**config.mk**
```make
export PLATFORM = sky130hd
export DESIGN_NAME = button_capture_flat
export DESIGN_NICKNAME = d
export VERILOG_FILES = /design/src/rtl/button_capture_if.sv /design/src/rtl/button_capture.sv /design/src/flat_wrapper.sv
export SDC_FILE = /design/constraint.sdc
export NUM_CORES = 1
export LEC_CHECK = 0
export BUFFER_PORTS_ARGS = -buffer_cell sky130_fd_sc_hd__clkbuf_2
export CORE_ASPECT_RATIO = 1.1
export CORE_UTILIZATION = 40
export CTS_BUF_LIST = sky130_fd_sc_hd__clkbuf_8
export DETAILED_ROUTE_END_ITERATION = 10
export PLACE_DENSITY = 0.8
export SYNTH_ARGS = -nofsm -noshare
export SYNTH_HDL_FRONTEND = slang
export SYNTH_SLANG_ARGS = --single-unit
export TNS_END_PERCENT = 10
```
**constraint.sdc**
```tcl
create_clock -name clk -period 1.2 [get_ports clk]
set_clock_uncertainty 0.05 [all_clocks]
set_input_delay 0.06 -clock clk [delete_from_list [all_inputs] [get_ports clk]]
set_output_delay 0.06 -clock clk [all_outputs]
set_load 0.005 [all_outputs]
```
**src/rtl/button_capture_if.sv**
```systemverilog
// Signal bundle between the whack-a-mole processor and button_capture.
// The processor side drives buttons and the read strobe; the capture block answers.
interface button_capture_if #(
   parameter int N = 9
);
   logic [N-1:0] btn_raw;
   logic         rd_en;
   logic [31:0]  rd_data;
   logic [N-1:0] level;
   logic [N-1:0] press_pulse;
   logic         irq;

   modport master (
      output btn_raw,
      output rd_en,
      input  rd_data,
      input  level,
      input  press_pulse,
      input  irq
   );

   modport slave (
      input  btn_raw,
      input  rd_en,
      output rd_data,
      output level,
      output press_pulse,
      output irq
   );
endinterface

```
**src/rtl/button_capture.sv**
```systemverilog
// Synchronizes, debounces and latches mole-grid button presses behind a read-and-clear port.
// Define BTN_DEBOUNCE_EN to build the per-button debounce FSMs; otherwise level follows the synchronizer.
module button_capture #(
   parameter int N         = 9,
   parameter int DB_CYCLES = 500000,
   parameter int CNT_W     = 20
) (
   input logic             clk,
   input logic             clr,
   button_capture_if.slave bus
);

   if ((N < 1) || (N > 32)) begin : g_bad_n
      $error("button_capture: N must be in 1..32");
   end
   if ((DB_CYCLES < 1) || ((64'd1 << CNT_W) <= 64'(DB_CYCLES))) begin : g_bad_db
      $error("button_capture: need DB_CYCLES >= 1 and 2**CNT_W > DB_CYCLES");
   end

   logic [N-1:0] s1_q;
   logic [N-1:0] s2_q;
   logic [N-1:0] level_q;
   logic [N-1:0] level_d;
   logic [N-1:0] press_pulse_q;
   logic [N-1:0] press_pulse_d;
   logic [N-1:0] pending_q;
   logic [N-1:0] pending_d;

   // Two-flop synchronizer; only s2 feeds the logic below.
   always_ff @(posedge clk or posedge clr) begin
      if (clr) begin
         s1_q <= '0;
         s2_q <= '0;
      end else begin
         s1_q <= bus.btn_raw;
         s2_q <= s1_q;
      end
   end

`ifdef BTN_DEBOUNCE_EN
   typedef enum logic [1:0] {
      IDLE_LOW  = 2'd0,
      WAIT_HIGH = 2'd1,
      IDLE_HIGH = 2'd2,
      WAIT_LOW  = 2'd3
   } db_state_e;

   localparam logic [CNT_W-1:0] DB_LAST = CNT_W'(DB_CYCLES);
   localparam logic [CNT_W-1:0] CNT_ONE = CNT_W'(1);

   db_state_e        state_q [N];
   db_state_e        state_d [N];
   logic [CNT_W-1:0] cnt_q   [N];
   logic [CNT_W-1:0] cnt_d   [N];

   // Any disagreement with the pending level drops straight back, so the count restarts.
   always_comb begin
      level_d       = level_q;
      press_pulse_d = '0;
      for (int i = 0; i < N; i++) begin
         state_d[i] = state_q[i];
         cnt_d[i]   = cnt_q[i];
         case (state_q[i])
            IDLE_LOW: begin
               if (s2_q[i]) begin
                  state_d[i] = WAIT_HIGH;
                  cnt_d[i]   = CNT_ONE;
               end else begin
                  cnt_d[i]   = '0;
               end
            end
            WAIT_HIGH: begin
               if (!s2_q[i]) begin
                  state_d[i] = IDLE_LOW;
                  cnt_d[i]   = '0;
               end else if (cnt_q[i] == DB_LAST) begin
                  state_d[i]       = IDLE_HIGH;
                  cnt_d[i]         = '0;
                  level_d[i]       = 1'b1;
                  press_pulse_d[i] = 1'b1;
               end else begin
                  cnt_d[i]   = cnt_q[i] + CNT_ONE;
               end
            end
            IDLE_HIGH: begin
               if (!s2_q[i]) begin
                  state_d[i] = WAIT_LOW;
                  cnt_d[i]   = CNT_ONE;
               end else begin
                  cnt_d[i]   = '0;
               end
            end
            WAIT_LOW: begin
               if (s2_q[i]) begin
                  state_d[i] = IDLE_HIGH;
                  cnt_d[i]   = '0;
               end else if (cnt_q[i] == DB_LAST) begin
                  state_d[i] = IDLE_LOW;
                  cnt_d[i]   = '0;
                  level_d[i] = 1'b0;
               end else begin
                  cnt_d[i]   = cnt_q[i] + CNT_ONE;
               end
            end
            default: begin
               state_d[i] = IDLE_LOW;
               cnt_d[i]   = '0;
               level_d[i] = 1'b0;
            end
         endcase
      end
   end

   always_ff @(posedge clk or posedge clr) begin
      if (clr) begin
         for (int i = 0; i < N; i++) begin
            state_q[i] <= IDLE_LOW;
            cnt_q[i]   <= '0;
         end
      end else begin
         for (int i = 0; i < N; i++) begin
            state_q[i] <= state_d[i];
            cnt_q[i]   <= cnt_d[i];
         end
      end
   end
`else
   always_comb begin
      level_d       = s2_q;
      press_pulse_d = s2_q & ~level_q;
   end
`endif

   // A press landing on the read edge survives the clear.
   always_comb begin
      pending_d = pending_q;
      if (bus.rd_en) begin
         pending_d = press_pulse_q;
      end else begin
         pending_d = pending_q | press_pulse_q;
      end
   end

   always_ff @(posedge clk or posedge clr) begin
      if (clr) begin
         level_q       <= '0;
         press_pulse_q <= '0;
         pending_q     <= '0;
      end else begin
         level_q       <= level_d;
         press_pulse_q <= press_pulse_d;
         pending_q     <= pending_d;
      end
   end

   assign bus.level       = level_q;
   assign bus.press_pulse = press_pulse_q;
   assign bus.rd_data     = 32'(pending_q);
   assign bus.irq         = |pending_q;

endmodule

```
**src/flat_wrapper.sv**
```systemverilog
// flat-port wrapper written by rule: the top's interface ports become plain ports
module button_capture_flat 
#(
   parameter int N         = 9,
   parameter int DB_CYCLES = 500000,
   parameter int CNT_W     = 20
)
  (clk, clr, bus_btn_raw, bus_rd_en, bus_rd_data, bus_level, bus_press_pulse, bus_irq);
  button_capture_if #(.N(N)) bus_i ();
  input logic clk;
  input logic clr;
  input wire logic [$bits(bus_i.btn_raw)-1:0] bus_btn_raw;
  input wire logic [$bits(bus_i.rd_en)-1:0] bus_rd_en;
  output wire logic [$bits(bus_i.rd_data)-1:0] bus_rd_data;
  output wire logic [$bits(bus_i.level)-1:0] bus_level;
  output wire logic [$bits(bus_i.press_pulse)-1:0] bus_press_pulse;
  output wire logic [$bits(bus_i.irq)-1:0] bus_irq;
  assign bus_i.btn_raw = bus_btn_raw;
  assign bus_i.rd_en = bus_rd_en;
  assign bus_rd_data = bus_i.rd_data;
  assign bus_level = bus_i.level;
  assign bus_press_pulse = bus_i.press_pulse;
  assign bus_irq = bus_i.irq;
  button_capture #(.N(N), .DB_CYCLES(DB_CYCLES), .CNT_W(CNT_W)) u_core (.clk(clk), .clr(clr), .bus(bus_i));
endmodule
```
==> implementation parameters <==
Parameter                              Value

Outcome
  Run status    finished, violations left
  Violated checks    negative setup slack

Worst hold path
  Worst hold path startpoint    bus_rd_en
  Worst hold-check path type    in2reg
  End point of the worst hold path    u_core.pending_q[0]
  Number of stages on the worst hold path    3

Synth
  Proportion of netlist area held by the largest area contributor    slightly below 80%
  Mean area per synthesized cell    15.6 µm²
  Gate count after technology mapping    93
  Count of state elements after synthesis    45
  Synth Flop Type    sky130_fd_sc_hd__dfrtp_1
  Post-synthesis instance area    roughly 1500 µm²
  Sequential cell area fraction in the yosys report    slightly below 80%
  Library cell occupying the most area in the post-synthesis netlist    sky130_fd_sc_hd__dfrtp_1
  Number of synthesized flops with an enable pin    0
  Leading post-synthesis cells by cell area    sky130_fd_sc_hd__dfrtp_1 (77%), sky130_fd_sc_hd__buf_4 (12%), sky130_fd_sc_hd__a21o_1 (4.1%)
  Most frequent cell after synthesis    sky130_fd_sc_hd__dfrtp_1
  Commonest cells post-synth    sky130_fd_sc_hd__dfrtp_1 (45), sky130_fd_sc_hd__buf_4 (23), sky130_fd_sc_hd__nor2b_1 (9)
  Syn. warnings    0
  Count of distinct cell types in the synthesized netlist    12
  Async SR Flop Fraction    100%

Critical path
  Crit path arrival time    ~1.2 ns
  Required time at the worst-slack endpoint    ~1.1 ns
  Element type at the critical path end    output port
  Worst setup slack for register-to-register paths    between 0.3 and 0.4 ns
  CP Max Fanout    2
  Kind of critical path    reg2out
  Reg2reg path depth    2
  Critical path launch point type    flip-flop
  Reg-to-reg endpoint    u_core.pending_q[2]
  Worst r2r src    u_core.pending_q[2]

Finish
  FF/Latch Area    approximately 1100 µm²
  Area of the multi-input gates    around 250 µm²
  Number of diodes added for antenna fixing    0
  Area growth syn-to-layout    29.3%
  Number of nets at the end of the flow    approximately 160
  Fraction of final layout cells sized beyond drive strength 1    34.2%
  Filler instances    ~290
  Layout Cells excl Fill    200
  Layout Cell Area excl Fill    ~1900 µm²

Floorplan
  Initial cell density of the core    approximately 43%
  Die outline height    65.3 µm
  Die span in x    59.5 µm
  Core Footprint    3410 µm²
  Full die area    just under 4000 µm²
  IO Pins    63
  Row count    22

Power and ir drop
  Cell internal pwr    roughly 2.3 mW
  Seq pwr share    a little under three fifths
  Static Leakage    around 1 nW
  Clock network fraction of total power    36.6%
  Sw Ratio    21.3%
  Pwr per Cell Area    1580 nW/µm²
  Total net switching power    about 630 µW
  Peak supply drop    roughly 1.2 mV
  Part of the power in combinational logic    between 7 and 8%

Clock tree
  TritonCTS clock tree    built
  Number of buffers on the longest clock path    2
  Sinks on the clock net    45
  Clock Latency Late Sink    about 0.29 ns
  Clock transition at the register clock pins on the worst setup and hold paths after CTS    ~0.08 ns
  TritonCTS buffer count    5
  # H-tree levels    2
  CTS root buf    sky130_fd_sc_hd__clkbuf_8

Place
  Final estimated routing congestion in global placement    between 0.7 and 0.8
  Buffers added on ports    39
  Cell count after placement    180
  Placed Instance Area    roughly 1600 µm²
  Half-perimeter wire length after placement    1580 µm

GRT
  Overflow left after global routing    0
  Pin count of the biggest net entering global routing    28
  Number of antenna violations at the first check in global routing    0
  Via count of the first global-routing pass    830
  Aggregate global-route resource usage    between 10% and 20%
  Wire length of the first global-routing pass    3610 µm

Timing
  Max-slew violation count    0
  Upper clock frequency limit    roughly 750 MHz
  Worst setup margin    -0.136 ns
  Final setup violation count    1
  Post-route clock period utilization    111%
  Worst-case headroom to the max-slew limit    a little over half
  Worst hold slack    between 0.06 and 0.07 ns
  Actual slew at the worst max-slew pin    roughly 0.68 ns
  Setup repair after global routing missed its margin    true
  Hold Fails Final Rpt    0
  Shortest clock period the worst path allows after layout    about 1.3 ns

Detailed routing
  Total routed wirelength    2290 µm
  Total vias in the final route    between 700 and 800
  Antenna-violating nets left    0
  First drt pass iteration count    2
  Initial detailed-routing violation count    10
  DRC viols    0
  Routed wire length per instance    11.5 µm
  Mean number of vias per cell    a little under 4

Job
  Max-cap violation count    0
## power by group through the flow
| stage | Combinational (mW) | Sequential, mW | Clock (mW) |
|---|---|---|---|
| 2_1_floorplan | 0.132 | 1.68 | 0 |
| 3_3_place_gp | 0.180 | 1.68 | 0 |
| 3_5_place_dp | 0.184 | 1.69 | 0 |
| 4_1_cts | 0.222 | 1.66 | 1.13 |
| 5_1_grt | 0.249 | 1.67 | 1.18 |
| 6_report | 0.221 | 1.66 | 1.09 |
## kinds of logic after synthesis
family | after synthesis | share of synthesized area (%)
flops | 45 | 77.4
buf+inv | 25 | 12.4
simple gates | 13 | 5.24
compound gates | 9 | 4.73
other cells | 1 | 0.258
## per-layer routing
layer | up-vias | GRT usage (%) | routed length, µm
met4 | 0 | 7.85 | 9
met1 | 392 | 13.6 | 803
met5 | - | 0 | 0
met3 | 2 | 4.72 | 187
met2 | 36 | 22.9 | 1290
li1 | 364 | - | -
## registers in the layout, summed over array words and instances (netlist names)
name                    count
u_core.bus.level            9
u_core.bus.press_pulse      9
u_core.level_d              9
u_core.pending_q            9
u_core.s1_q                 9
## worst max-delay path by stage
stage                                    from                   to  slack (ns)  cells after the start
after CTS                 u_core.pending_q[0]              bus_irq       -0.17                      3
after global routing      u_core.pending_q[0]              bus_irq       -0.19                      3
final                     u_core.pending_q[0]              bus_irq       -0.14                      3
after detailed placement  u_core.pending_q[3]              bus_irq        0.08                      3
after floorplan                           clr  u_core.bus.level[0]        0.03                      1
after global placement    u_core.pending_q[3]              bus_irq        0.11                      3
## cell usage in the layout (no fill, tap or decap), drive strengths merged, types with 2 or more instances in the layout
| cell type | synthesis | final |
|---|---|---|
| clkinv | 0 | 2 |
| inv | 2 | 2 |
| clkbuf | 0 | 44 |
| buf | 23 | 3 |
| a21o | 9 | 9 |
| dfrtp | 45 | 45 |
| dlygate4sd3 | 0 | 10 |
| conb | 1 | 23 |
| nor2b | 9 | 9 |
## layout make-up
| type | count | area share, % |
|---|---|---|
| multi-input combinational | 45 | 13.1 |
| sequential | 45 | 59.8 |
| clock inverter | 3 | 2.26 |
| timing repair buffer | 52 | 17.6 |
| tap | 48 | 3.19 |
| clock buffer | 5 | 3.66 |
| inverter | 2 | 0.399 |
## stage by stage
stage | TNS [ns] | worst slack, ns | power [mW] | utilization, %
3_3_place_gp | 0 | 0.108 | 1.86 | 48.1
4_1_cts | -0.169 | -0.169 | 3.01 | 54.9
3_5_place_dp | 0 | 0.0839 | 1.87 | 48.1
2_1_floorplan | 0 | 0.0306 | 1.81 | -
5_1_grt | -0.194 | -0.194 | 3.10 | 55.1
6_report | -0.136 | -0.136 | 2.97 | 55.1
## critical path: stages, from the launching register on
cell and delay (ns):
sky130_fd_sc_hd__dfrtp_1 0.42, sky130_fd_sc_hd__nor4_4 0.30, sky130_fd_sc_hd__nand3_1 0.10, sky130_fd_sc_hd__clkbuf_2 0.12
## what timing repair did
item                                   4_1_cts  5_1_grt
pin swaps                                    2        0
setup endpoints to repair                    1        1
resized for setup                            1        1
setup buffers                                2        0
hold buffers                                10        0
endpoints found under the hold margin       27        0
Power figures use the tool's default switching activity.
